`config.mk`:
```
export PLATFORM = sky130hd
export DESIGN_NAME = alu_op_sequencer
export DESIGN_NICKNAME = d
export VERILOG_FILES = /design/src/rtl/alu_op_sequencer_pkg.sv /design/src/rtl/alu_op_sequencer_prog_mem.sv /design/src/rtl/alu_op_sequencer.sv
export SDC_FILE = /design/constraint.sdc
export NUM_CORES = 1
export LEC_CHECK = 0
export CAP_MARGIN = 0
export CORE_UTILIZATION = 45
export DETAILED_ROUTE_END_ITERATION = 16
export GPL_ROUTABILITY_DRIVEN = 0
export PLACE_DENSITY_LB_ADDON = 0.05
export SYNTH_ARGS = -nofsm -noshare
export SYNTH_HDL_FRONTEND = slang
export SYNTH_HIERARCHICAL = 1
export SYNTH_SLANG_ARGS = --single-unit
export TNS_END_PERCENT = 50
```
`constraint.sdc`:
```
create_clock -name clk -period 2.8 [get_ports clk]
set_clock_uncertainty 0.15 [all_clocks]
set_input_delay 0.56 -clock clk [delete_from_list [all_inputs] [get_ports clk]]
set_output_delay 0.56 -clock clk [all_outputs]
set_load 0.02 [all_outputs]
```
`src/rtl/alu_op_sequencer_pkg.sv`:
```
// alu_op_sequencer_pkg: instruction layout, ALU opcodes and sequencer states
package alu_op_sequencer_pkg;
   localparam int INSTR_W  = 9;
   localparam int A_LSB    = 0;
   localparam int B_LSB    = 2;
   localparam int CTRL_LSB = 4;
   localparam int REG_LSB  = 6;
   localparam int WR_BIT   = 8;
   typedef enum logic [1:0] {OP_ADD = 2'b00, OP_SUB = 2'b01, OP_MUL = 2'b10, OP_DIV = 2'b11} alu_op_e;
   typedef enum logic [2:0] {S_IDLE, S_SYNC, S_ISSUE, S_FINISH, S_FAULT} seq_state_e;
endpackage

```
`src/rtl/alu_op_sequencer_prog_mem.sv`:
```
// seq_prog_mem: DEPTH x INSTR_W program store, synchronous write, asynchronous read, no reset
module seq_prog_mem
   import alu_op_sequencer_pkg::*;
#(
   parameter int DEPTH = 8,
   parameter int AW    = $clog2(DEPTH)
) (
   input  logic               clk,
   input  logic               we,
   input  logic [AW-1:0]      waddr,
   input  logic [INSTR_W-1:0] wdata,
   input  logic [AW-1:0]      raddr,
   output logic [INSTR_W-1:0] rdata
);
   logic [INSTR_W-1:0] mem [DEPTH];
   always_ff @(posedge clk)
      if (we) mem[waddr] <= wdata;
   assign rdata = mem[raddr];
endmodule

```
`src/rtl/alu_op_sequencer.sv`:
```
// alu_op_sequencer: issues a stored ALU program one instruction per ALU loop, aligned to alu_done
module alu_op_sequencer
   import alu_op_sequencer_pkg::*;
#(
   parameter int DEPTH   = 8,
   parameter int AW      = $clog2(DEPTH),
   parameter int TIMEOUT = 15
) (
   input  logic          clk,
   input  logic          reset_n,
   input  logic          prog_we,
   input  logic [AW-1:0] prog_addr,
   input  logic [8:0]    prog_data,
   input  logic [AW:0]   prog_len,
   input  logic          start,
   output logic          busy,
   output logic          seq_done,
   output logic [1:0]    err,
   output logic [AW-1:0] pc,
   output logic [1:0]    alu_a,
   output logic [1:0]    alu_b,
   output logic [1:0]    alu_ctrl,
   output logic [1:0]    alu_reg_addr,
   output logic          alu_reg_write,
   input  logic [3:0]    alu_y,
   input  logic          alu_c,
   input  logic          alu_done,
   output logic [3:0]    last_y,
   output logic [AW:0]   carry_cnt
);
   localparam int WW = $clog2(TIMEOUT + 1);
   localparam logic [AW:0] LEN_MAX = (AW+1)'(DEPTH);
   localparam logic [AW:0] CNT_MAX = '1;
   seq_state_e state, state_d;
   logic [AW:0] len, len_d, carry_cnt_d;
   logic [WW-1:0] wait_cnt, wait_d;
   logic [AW-1:0] pc_d, raddr;
   logic [INSTR_W-1:0] ins, alu_out, alu_out_d;
   logic [1:0] err_d;
   logic [3:0] last_y_d;
   logic last;
   seq_prog_mem #(.DEPTH(DEPTH), .AW(AW)) u_mem (
      .clk(clk), .we(prog_we && !busy), .waddr(prog_addr), .wdata(prog_data),
      .raddr(raddr), .rdata(ins)
   );
   // SYNC fetches entry 0; ISSUE prefetches the entry after the one on the bus
   assign raddr = state == S_ISSUE ? pc + AW'(1) : '0;
   assign last = {1'b0, pc} == len - (AW+1)'(1);
   assign alu_a = alu_out[A_LSB +: 2];
   assign alu_b = alu_out[B_LSB +: 2];
   assign alu_ctrl = alu_out[CTRL_LSB +: 2];
   assign alu_reg_addr = alu_out[REG_LSB +: 2];
   assign alu_reg_write = alu_out[WR_BIT];
   always_comb begin
      state_d = state;
      pc_d = pc;
      len_d = len;
      alu_out_d = alu_out;
      err_d = err;
      last_y_d = last_y;
      carry_cnt_d = carry_cnt;
      case (state)
         S_IDLE: if (start) begin
            len_d = prog_len > LEN_MAX ? LEN_MAX : prog_len;
            pc_d = '0;
            err_d = '0;
            carry_cnt_d = '0;
            state_d = prog_len == '0 ? S_FINISH : S_SYNC;
         end
         S_SYNC, S_ISSUE: if (alu_done) begin
            if (state == S_ISSUE) begin
               last_y_d = alu_y;
               carry_cnt_d = alu_c && carry_cnt != CNT_MAX ? carry_cnt + (AW+1)'(1) : carry_cnt;
               err_d[0] = err[0] | (alu_c && alu_ctrl == OP_DIV);
            end
            state_d = state == S_ISSUE && last ? S_FINISH : S_ISSUE;
            pc_d = state == S_ISSUE && !last ? pc + AW'(1) : pc;
            alu_out_d = state_d == S_FINISH ? '0 : ins;
         end else if (wait_cnt == WW'(TIMEOUT - 1)) begin
            state_d = S_FAULT;
            err_d[1] = 1'b1;
            alu_out_d = '0;
         end
         default: state_d = S_IDLE;
      endcase
      wait_d = state_d != state || alu_done ? '0 : wait_cnt + WW'(1);
   end
   always_ff @(posedge clk or negedge reset_n)
      if (!reset_n) begin
         state <= S_IDLE;
         pc <= '0;
         len <= '0;
         wait_cnt <= '0;
         alu_out <= '0;
         err <= '0;
         last_y <= '0;
         carry_cnt <= '0;
         busy <= 1'b0;
         seq_done <= 1'b0;
      end else begin
         state <= state_d;
         pc <= pc_d;
         len <= len_d;
         wait_cnt <= wait_d;
         alu_out <= alu_out_d;
         err <= err_d;
         last_y <= last_y_d;
         carry_cnt <= carry_cnt_d;
         busy <= state_d inside {S_SYNC, S_ISSUE};
         seq_done <= state_d inside {S_FINISH, S_FAULT};
      end
endmodule
```
==> impl_results.md, run 1 <==
* Grt ovf at 0
* Total wire length at 8608 um
* Core footprint at about 0.01 mm^2
* WL/cell at 18.24 um
* Worst hold slack at 0.1296 ns
* Worst-Skew Late Latency at 0.37 ns
* Internal at 0.003311 W
* Cells taking the most area after synthesis: edfxtp_1 (47%), dfrtp_1 (19%), mux4_1 (10%)
* FF/Latch Area at between 0.003 and 0.004 mm^2
* Clock slew at reported path FFs at 0.10 ns
* Final setup violation count at 0
* Nature of the critical path endpoint: flop
* EDFF count, synth at 72
* Power share of the combinational group at 40.9%
* Root Driver: clkbuf_8
* Crit Path Class: reg2reg
* CTS Buf Count at 9
* Crit path required time at roughly 3 ns
* Post-CTS Setup Inserts at 0
* Maximum vdd drop at 421.7 uV
* DR iter-0 viols at 83
* FMAX at roughly 410 MHz
* # rows at 36
* Post-Syn Area at 0.004563 mm^2
* Max-cap viol count at 0
* Final min period at approximately 2.5 ns
* PwrDens at 928.7 mW/mm^2
* Clk sink count at 107
* Yosys cell types at 49
* Commonest cells post-synth: edfxtp_1 (72), dfrtp_1 (35), nor2_1 (21)
* CTS max path bufs at 2
* Startpoint Class: flop
* Synth area leader: edfxtp_1
* Switching power at 0.001761 W
* Slew @ Worst Pin at around 0.85 ns
* Initial core utilization at 46.47%
* Syn Nets at roughly 300
* Sequential share of power at 41.7%
* Class of the worst hold path: in2async
* Share of cells above drive strength 1 at 15.93%
* ANT cells at 0
* Tot GR Track Use at 17.89%
* Synth async-reset ratio at 32.71%
* Top-area cell type share of the netlist area at between 40% and 50%
* Max FO, Critical Path at 18
* CTS tree: yes
* Sw Share at 34.72%
* Vias per inst at between 5 and 6
* Post-Place Worst Slack at between 0.2 and 0.3 ns
* Period utilisation layout at between 80 and 90%
* Pre-antenna DRT Iters at 4
* Post-detail-place hpwl at 5596 um
* RSZ-0062 raised after global routing: no
* H-tree levels at 3
* Post-route DRC violation count at 0
* Critical path arrival at 2.57 ns
* Most instantiated library cell after synthesis: edfxtp_1
* Syn Area/Cell at 17.09 um^2
* Vias in the first global route at 2436
* Nets@finish at 365
* Fin Setup TNS at 0 ns
* Die W at 102.7 um
* I/O Buffers at 49
* Die area at 0.01055 mm^2
* Area grow syn2layout at 19.69%
* Run status: complete, no violations
* Post-synthesis register bit count at 107
* Via Count at 2475
* First-pass GRT wire length at 13170 um
* Post-route ant nets at 0
* Fillers at 826
* Synth warn at 6
* Post-CTS Resized at 0
* Final Slew Violations at 0
* Die H at roughly 100 um
* Final Hold Viols at 0
* Area of the multi-input gates at 0.001435 mm^2
* Antenna violations before repair at 0
* Syn Inst Count at 267
* Cts hold-fix bufs at 0
* Clk pwr share at 17.4%
* Rel. slew slack at 43.26%
* Largest net degree at the start of global routing at 36
* Sequential share of the synthesized area at roughly two thirds
* I/O pins at 50
* Setup ws final at 0.3492 ns
* Static Leak at 2.030 nW
* Main flop type after synthesis: edfxtp_1
## flip-flops by register name, summed over array words and instances, names as in the netlist
| signal | flops |
|---|---|
| u_mem/mem | 72 |
| alu_out | 9 |
| carry_cnt | 4 |
| last_y | 4 |
| len | 4 |
| wait_cnt | 4 |
| pc | 3 |
| state | 3 |
| err | 2 |
| busy | 1 |
| seq_done | 1 |
## metrics by stage
stage	std cells	util (%)	instance area, um^2	power [W]
final	472	55.62	5461	0.005072
after global routing	472	55.62	5461	0.005361
after CTS	472	55.62	5461	0.005143
after detailed placement	456	53.77	5280	0.004254
after global placement	456	53.77	5280	0.004230
after floorplan	267	-	4563	0.003559
## layout make-up
| cell class | instances | share of cell area (%) |
|---|---|---|
| multi-input cells | 146 | 26.28 |
| flip-flops and latches | 107 | 55.62 |
| inverters | 4 | 0.2749 |
| well taps | 133 | 3.047 |
| repair buffers | 66 | 11.45 |
| clock buffers | 9 | 2.268 |
| clock inverters | 7 | 1.054 |
## path summary, 6_finish.rpt
path	start	end	slack [ns]	depth (start not counted)
max in group asynchronous	reset_n	wait_cnt[1]$_DFF_PN0_	1.82	1
worst max-delay path	state[2]$_DFF_PN0_	alu_out[8]$_DFFE_PN0P_	0.35	7
worst min-delay path	reset_n	last_y[3]$_DFFE_PN0P_	0.13	1
worst max register to register	state[2]$_DFF_PN0_	alu_out[8]$_DFFE_PN0P_	0.35	7
worst min register to register	last_y[0]$_DFFE_PN0P_	last_y[0]$_DFFE_PN0P_	0.35	1
min in group clk	last_y[0]$_DFFE_PN0P_	last_y[0]$_DFFE_PN0P_	0.35	1
## power by group through the flow
stage               Clock, W  Combinational [W]  Sequential (W)
CTS                 0.000916            0.00211         0.00212
detailed placement         0            0.00210         0.00215
floorplan                  0            0.00127         0.00228
global route        0.000970            0.00225         0.00214
global placement           0            0.00208         0.00215
finish              0.000881            0.00208         0.00212
## routing by layer
layer  track usage (%)  up-vias  wire length (um)
met5                 0        -                 0
met2             31.08       51              4420
li1                  -     1171                 -
met3             4.542       14               313
met1             21.36     1239              3721
met4             7.033        0               152
## layout by cell type, fill, tap and decap left out, drive strengths merged, types with 2 or more instances in the layout
cell	netlist	layout
edfxtp	72	72
xor2	4	4
clkinv	0	3
nor2b	2	2
mux4	18	18
nand3	7	7
ha	5	5
nand2	13	13
mux2	13	13
a21o	2	2
mux2i	2	2
clkbuf	3	9
buf	7	18
nand2b	4	4
clkdlybuf4s50	0	48
nand3b	2	2
nor2	23	23
a22o	9	9
dfrtp	35	35
and3	3	3
xnor2	6	6
o21ai	9	9
and2	3	3
nor3	6	6
inv	4	8
## worst max-delay path, cell delays in order (launching register included)
cell and delay, ns:
dfrtp_1 0.52, nor2_4 0.15, nand2_1 0.07, nor2_1 0.18, buf_12 0.21, mux4_1 0.57, mux2_2 0.28, a22o_1 0.20
## cells by family after synthesis
group           share of synthesized area, %
fa+ha+maj                              1.371
flops                                  66.58
compound gates                         5.923
xor+xnor                               2.440
buf+inv                                1.974
simple gates                           7.705
mux                                    14.01
No activity file was read; power rests on OpenSTA's default activity.
==> run 2, diff against run 1 <==
--- a/config.mk
+++ b/config.mk
@@ -9,6 +9,7 @@
 export CORE_UTILIZATION = 45
 export DETAILED_ROUTE_END_ITERATION = 16
 export GPL_ROUTABILITY_DRIVEN = 0
+export GPL_TIMING_DRIVEN = 0
 export PLACE_DENSITY_LB_ADDON = 0.05
 export SYNTH_ARGS = -nofsm -noshare
 export SYNTH_HDL_FRONTEND = slang
==> run 2 against run 1 <==
Critical path depth is 1 higher. Non-clock buffer count is 2 lower. Sequential power hardly changed. Global-route usage is 0.66 points lower. Total power is 0.73% higher. Critical endpoint is now alu_out[5]$_DFFE_PN0P_. Largest power group unchanged. Highest routed layer unchanged.
==> impl_results.md, run 2 (same netlist as run 1, synthesis figures left out) <==
* Run status: complete, no violations
* Leading cell type in the layout, fill and taps excluded: edfxtp_1
* Slew @ Worst Pin at 1.124 ns (+0.2731 ns)
* Die W at 102.7 um (unchanged)
* Post-route DRC violation count at 0 (unchanged)
* Rel. slew slack at 24.26% (-19 points)
* Critical path arrival at 2.74 ns (+0.17 ns)
* Die H at 102.7 um (unchanged)
* Period utilisation layout at 93.48% (+6.0 points)
* Vias per inst at 5.149 (-1.8%)
* Worst-Skew Late Latency at 0.37 ns (about the same)
* Sw Share at 34.67% (-0.052 points)
* Largest Register: u_mem/mem
* Clock slew at reported path FFs at 0.10 ns (about the same)
* Total wire length at 8466 um (-1.6%)
* Nets@finish at 363 (-0.55%)
* Area grow syn2layout at 19.52%
* Final setup violation count at 0 (unchanged)
* Final min period at 2.617 ns (+0.1666 ns)
* Sequential share of power at 41.3% (-0.4 points)
* RSZ-0062 raised after global routing: no
* Core footprint at 0.009819 mm^2 (unchanged)
* Vias in the first global route at 2354 (-3.4%)
* Non-Filler Instances at 470 (-0.42%)
* Final Util at 55.54% (-0.077 points)
* Top Registers: u_mem/mem (72), alu_out (9)
* Die area at 0.01055 mm^2 (unchanged)
* Post-detail-place hpwl at 5711 um (+2.1%)
* FMAX at 382.1 MHz (-6.4%)
* Max FO, Critical Path at 10 (-8)
* Worst hold slack at 0.1181 ns (-0.01144 ns)
* Power share of the combinational group at 41.3% (+0.4 points)
* Final Hold Viols at 0 (unchanged)
* Clk pwr share at 17.4% (about the same)
* Final Slew Violations at 0 (unchanged)
* PwrDens at 936.8 mW/mm^2 (+0.87%)
* Internal at 0.003338 W (+0.81%)
* Largest net degree at the start of global routing at 36 (unchanged)
* I/O Buffers at 49 (unchanged)
* WL/cell at 18.01 um (-1.2%)
* Design Power at 0.005109 W (+0.73%)
* Placed cell count at 451 (-1.1%)
* Slowest-stage cell, CP: dfrtp_1
* Max reg flops at 72 (unchanged)
* Crit path required time at 2.92 ns (about the same)
* Share of cells above drive strength 1 at 14.84% (-1.1 points)
* Static Leak at 2.007 nW (-1.1%)
* Grt ovf at 0 (unchanged)
* Antenna violations before repair at 0 (unchanged)
* H-tree levels at 3 (unchanged)
* CTS max path bufs at 2 (unchanged)
* Post-route ant nets at 0 (unchanged)
* I/O pins at 50 (unchanged)
* CP max stage delay at 0.46 ns (-0.11 ns)
* DR iter-0 viols at 50 (-40%)
* Crit Path Class: reg2reg
* Pre-antenna DRT Iters at 4 (unchanged)
* Switching power at 0.001771 W (+0.58%)
* Top delay family on crit path: multiplexers
* CP bufs+invs at 2 (+1)
* Fin Setup TNS at 0 ns (unchanged)
* Class of the worst hold path: in2async
* Maximum vdd drop at 455.4 uV (+8.0%)
* # rows at 36 (unchanged)
* Initial core utilization at 46.47% (unchanged)
* Max-cap viol count at 0 (unchanged)
* CTS Buf Count at 9 (unchanged)
* First-pass GRT wire length at 12810 um (-2.7%)
* Startpoint Class: flop
* Via Count at 2420 (-2.2%)
* Worst-path cell chain: ha_1, xnor2_1, nor2_1, clkbuf_2, clkbuf_4, mux4_1, mux2_2, a22o_1
* Root Driver: clkbuf_8
* CTS tree: yes
* Clk sink count at 107 (unchanged)
* ANT cells at 0 (unchanged)
* Nature of the critical path endpoint: flop
* Tot GR Track Use at 17.23% (-0.66 points)
* Most frequent cells in the layout: edfxtp_1 (72), clkdlybuf4s50_1 (48), dfrtp_1 (35)
-- run 2: changes by cell type in the layout (fill, tap and decap cells not counted), sizes merged --
cell / delta
inv: +1
clkbuf: +4
buf: -6
clkinv: -1
-- run 2: routing by layer --
| layer | vias up | global-route usage, % | part of all wire (%) |
|---|---|---|---|
| met4 | 0 | 4.945 | 1.0 |
| met2 | 50 | 30.77 | 52 |
| met3 | 7 | 4.475 | 3.5 |
| met5 | - | 0 | 0 |
| li1 | 1168 | - | - |
| met1 | 1195 | 20.49 | 44 |
-- run 2: final timing paths --
path | endpoint | startpoint | slack, ns | depth (start not counted)
setup / recovery | alu_out[5]$_DFFE_PN0P_ | pc[0]$_DFFE_PN0P_ | 0.18 | 8
hold / removal | alu_out[8]$_DFFE_PN0P_ | reset_n | 0.12 | 1
setup reg to reg | alu_out[5]$_DFFE_PN0P_ | pc[0]$_DFFE_PN0P_ | 0.18 | 8
hold reg to reg | last_y[3]$_DFFE_PN0P_ | last_y[3]$_DFFE_PN0P_ | 0.34 | 1
max in group asynchronous | wait_cnt[2]$_DFF_PN0_ | reset_n | 1.85 | 1
min in group clk | last_y[3]$_DFFE_PN0P_ | last_y[3]$_DFFE_PN0P_ | 0.34 | 1
-- run 2: power groups by stage --
stage | clock network (W) | registers (W) | logic (W)
floorplan | 0 | 0.00228 | 0.00127
global placement | 0 | 0.00214 | 0.00208
detailed placement | 0 | 0.00215 | 0.00210
CTS | 0.000927 | 0.00211 | 0.00211
global route | 0.000978 | 0.00214 | 0.00229
finish | 0.000890 | 0.00211 | 0.00211
-- run 2: area by class of cell --
class / count / area [um^2]
Timing Repair Buffer: 54 / 530.5
Fill cell: 824 / 4365
Clock inverter: 7 / 56.30
Tap cell: 133 / 166.4
Buffer: 10 / 78.83
Multi-Input combinational cell: 146 / 1445
Sequential cell: 107 / 3038
Inverter: 4 / 15.01
Clock buffer: 9 / 123.9
-- run 2: through the flow --
step	worst slack, ns	area [um^2]
6_report	0.1825	5454
4_1_cts	0.007307	5429
3_3_place_gp	-0.4749	5220
5_1_grt	0.06004	5454
2_1_floorplan	0.3394	4563
3_5_place_dp	-0.2423	5248
-- run 2: repair_timing --
| item | 4_1_cts | 5_1_grt |
|---|---|---|
| endpoints found under the setup margin | 9 | 9 |
| gates resized for setup | 1 | 1 |
| buffers inserted | 0 | 3 |
| hold buffers | 0 | 0 |
| pin swaps | 0 | 1 |
==> run 3, diff against run 2 <==
--- a/config.mk
+++ b/config.mk
@@ -5,12 +5,14 @@
 export SDC_FILE = /design/constraint.sdc
 export NUM_CORES = 1
 export LEC_CHECK = 0
+export ABC_AREA = 1
 export CAP_MARGIN = 0
 export CORE_UTILIZATION = 45
 export DETAILED_ROUTE_END_ITERATION = 16
 export GPL_ROUTABILITY_DRIVEN = 0
 export GPL_TIMING_DRIVEN = 0
-export PLACE_DENSITY_LB_ADDON = 0.05
+export MAX_ROUTING_LAYER = met4
+export PLACE_DENSITY = 0.74
 export SYNTH_ARGS = -nofsm -noshare
 export SYNTH_HDL_FRONTEND = slang
 export SYNTH_HIERARCHICAL = 1
==> run 3 against run 2 <==
First-iteration DRC count grew to 4.7 times the previous value. Largest power group is now combinational cells. Critical endpoint is now u_mem/mem[4][5]$_DFFE_PP_. Sequential power barely moved. Wire length increased by 24%.
==> impl_results.md, run 3 <==
* Run status: complete, no violations
* CTS Buf Count at 9 (unchanged)
* Nets@finish at 642 (+77%)
* Top Registers: u_mem/mem (72), alu_out (9)
* Design Power at 0.005155 W (+0.91%)
* Non-Filler Instances at 756 (+61%)
* Area grow syn2layout at 17.37%
* Antenna violations before repair at 0 (unchanged)
* Maximum vdd drop at 410.8 uV (-9.8%)
* Syn Inst Count at 551 (+110%)
* DR iter-0 viols at 233 (+370%)
* Clk sink count at 107 (unchanged)
* Post-Syn Area at 0.005006 mm^2 (+9.7%)
* Grt ovf at 0 (unchanged)
* Via Count at 3706 (+53%)
* Commonest cells post-synth: nand2_1 (192), inv_1 (97), edfxtp_1 (72)
* First-pass GRT wire length at 17390 um (+36%)
* Power share of the combinational group at 40.5% (-0.8 points)
* EDFF count, synth at 72 (unchanged)
* Final Slew Violations at 0 (unchanged)
* I/O Buffers at 49 (unchanged)
* Crit Path Class: in2reg
* Initial core utilization at 46.18% (-0.29 points)
* Post-synthesis register bit count at 107 (unchanged)
* Max reg flops at 72 (unchanged)
* Synth async-reset ratio at 32.71% (unchanged)
* Die W at 107.5 um (+4.6%)
* Max FO, Critical Path at 9 (-1)
* Cts hold-fix bufs at 0 (unchanged)
* Worst-Skew Late Latency at 0.37 ns (about the same)
* Core footprint at 0.01084 mm^2 (+10%)
* Period utilisation layout at 86.39% (-7.1 points)
* Leading cell type in the layout, fill and taps excluded: nand2_1
* Syn Nets at 582 (+95%)
* Crit path required time at 2.65 ns (-0.27 ns)
* Sw Share at 39.29% (+4.6 points)
* Switching power at 0.002025 W (+14%)
* FMAX at 413.4 MHz (+8.2%)
* Post-CTS Setup Inserts at 0 (unchanged)
* Yosys cell types at 29 (-41%)
* I/O pins at 50 (unchanged)
* Synth area leader: edfxtp_1
* Largest net degree at the start of global routing at 36 (unchanged)
* Root Driver: clkbuf_8
* Post-route ant nets at 0 (unchanged)
* Final setup violation count at 0 (unchanged)
* Cells taking the most area after synthesis: edfxtp_1 (43%), dfrtp_1 (17%), nand2_1 (14%)
* Slew @ Worst Pin at 0.9492 ns (-0.1750 ns)
* Share of cells above drive strength 1 at 7.792% (-7.0 points)
* Die area at 0.01155 mm^2 (+9.5%)
* Static Leak at 2.709 nW (+35%)
* Clock slew at reported path FFs at 0.10 ns (about the same)
* Fin Setup TNS at 0 ns (unchanged)
* Clk pwr share at 19.1% (+1.7 points)
* Fillers at 949 (+15%)
* Rel. slew slack at 36.49% (+12 points)
* Max-cap viol count at 0 (unchanged)
* RSZ-0062 raised after global routing: no
* Internal at 0.003130 W (-6.2%)
* Post-route DRC violation count at 0 (unchanged)
* CTS tree: yes
* Tot GR Track Use at 20.54% (+3.3 points)
* ANT cells at 0 (unchanged)
* H-tree levels at 3 (unchanged)
* Final Hold Viols at 0 (unchanged)
* Synth warn at 6 (unchanged)
* Placed cell count at 740 (+64%)
* Sequential share of power at 40.4% (-0.9 points)
* Post-CTS Resized at 0 (-1)
* PwrDens at 877.4 mW/mm^2 (-6.3%)
* Pre-antenna DRT Iters at 5 (+1)
* Startpoint Class: primary input
* Top-area cell type share of the netlist area at 43.19% (-4.2 points)
* Post-Place Worst Slack at 0.009854 ns (+0.2522 ns)
* Largest Register: u_mem/mem
* Most frequent cells in the layout: nand2_1 (192), inv_1 (97), edfxtp_1 (72)
* CTS max path bufs at 2 (unchanged)
* Syn Area/Cell at 9.085 um^2 (-47%)
* Die H at 107.5 um (+4.6%)
* Vias in the first global route at 3685 (+57%)
* Sequential share of the synthesized area at 60.68% (-5.9 points)
* Main flop type after synthesis: edfxtp_1
* Nature of the critical path endpoint: flop
* Post-detail-place hpwl at 7586 um (+33%)
* Critical path arrival at 2.27 ns (-0.47 ns)
* Setup ws final at 0.3810 ns (+0.1984 ns)
* Most instantiated library cell after synthesis: nand2_1
* WL/cell at 13.84 um (-23%)
* Total wire length at 10460 um (+24%)
* Vias per inst at 4.902 (-4.8%)
* Final min period at 2.419 ns (-0.1984 ns)
* # rows at 38 (+5.6%)
* Class of the worst hold path: in2async
[run 3: cell families after synthesis]
| group | synth area share, % |
|---|---|
| simple gates | 24.67 |
| xor+xnor | 0.8749 |
| fa+ha+maj | 1.250 |
| compound gates | 2.599 |
| buf+inv | 9.922 |
| flops | 60.68 |
[run 3: worst max-delay path, cell delays in order]
cell             delay (ns)
clkdlybuf4s50_1        0.46
inv_1                  0.04
nor2_1                 0.29
nand2_1                0.17
nor2_1                 0.74
[run 3: final timing paths]
kind,from,endpoint,cells after the start,slack (ns)
setup / recovery,prog_we,u_mem/mem[4][5]$_DFFE_PP_,5,0.38
hold / removal,reset_n,alu_out[1]$_DFFE_PN0P_,1,0.11
setup reg to reg,pc[0]$_DFFE_PN0P_,alu_out[8]$_DFFE_PN0P_,11,0.59
hold reg to reg,last_y[0]$_DFFE_PN0P_,last_y[0]$_DFFE_PN0P_,2,0.33
max in group asynchronous,reset_n,wait_cnt[0]$_DFF_PN0_,1,1.89
min in group clk,last_y[0]$_DFFE_PN0P_,last_y[0]$_DFFE_PN0P_,2,0.33
[run 3: layer usage]
layer	track usage, %	part of all wire [%]	vias up
met3	2.966	5.4	11
met5	-	0	-
met2	35.48	50	121
li1	-	-	1837
met4	7.534	1.1	0
met1	24.52	44	1737
[run 3: power by group through the flow]
| stage | sequential, W | clock (W) | combinational, W |
|---|---|---|---|
| 2_1_floorplan | 0.00225 | 0 | 0.00121 |
| 3_3_place_gp | 0.00211 | 0 | 0.00202 |
| 3_5_place_dp | 0.00212 | 0 | 0.00207 |
| 4_1_cts | 0.00208 | 0.00101 | 0.00209 |
| 5_1_grt | 0.00211 | 0.00108 | 0.00234 |
| 6_report | 0.00208 | 0.000986 | 0.00209 |
[run 3: cell type report]
class	count	area, um^2	share of cell area, %
Buffer	13	105.1	1.789
Clock buffer	9	123.9	2.108
Clock inverter	7	85.08	1.448
Inverter	103	391.6	6.665
Multi-Input combinational cell	328	1471	25.04
Sequential cell	107	3038	51.70
Tap cell	140	175.2	2.981
Timing Repair Buffer	49	485.5	8.262
[run 3: through the flow]
step	util [%]	hold WS (ns)	area (um^2)
2_1_floorplan	-	0.1144	5006
3_3_place_gp	52.32	0.3078	5672
3_5_place_dp	52.27	0.3107	5667
4_1_cts	54.20	0.1214	5876
5_1_grt	54.20	0.1609	5876
6_report	54.20	0.1069	5876
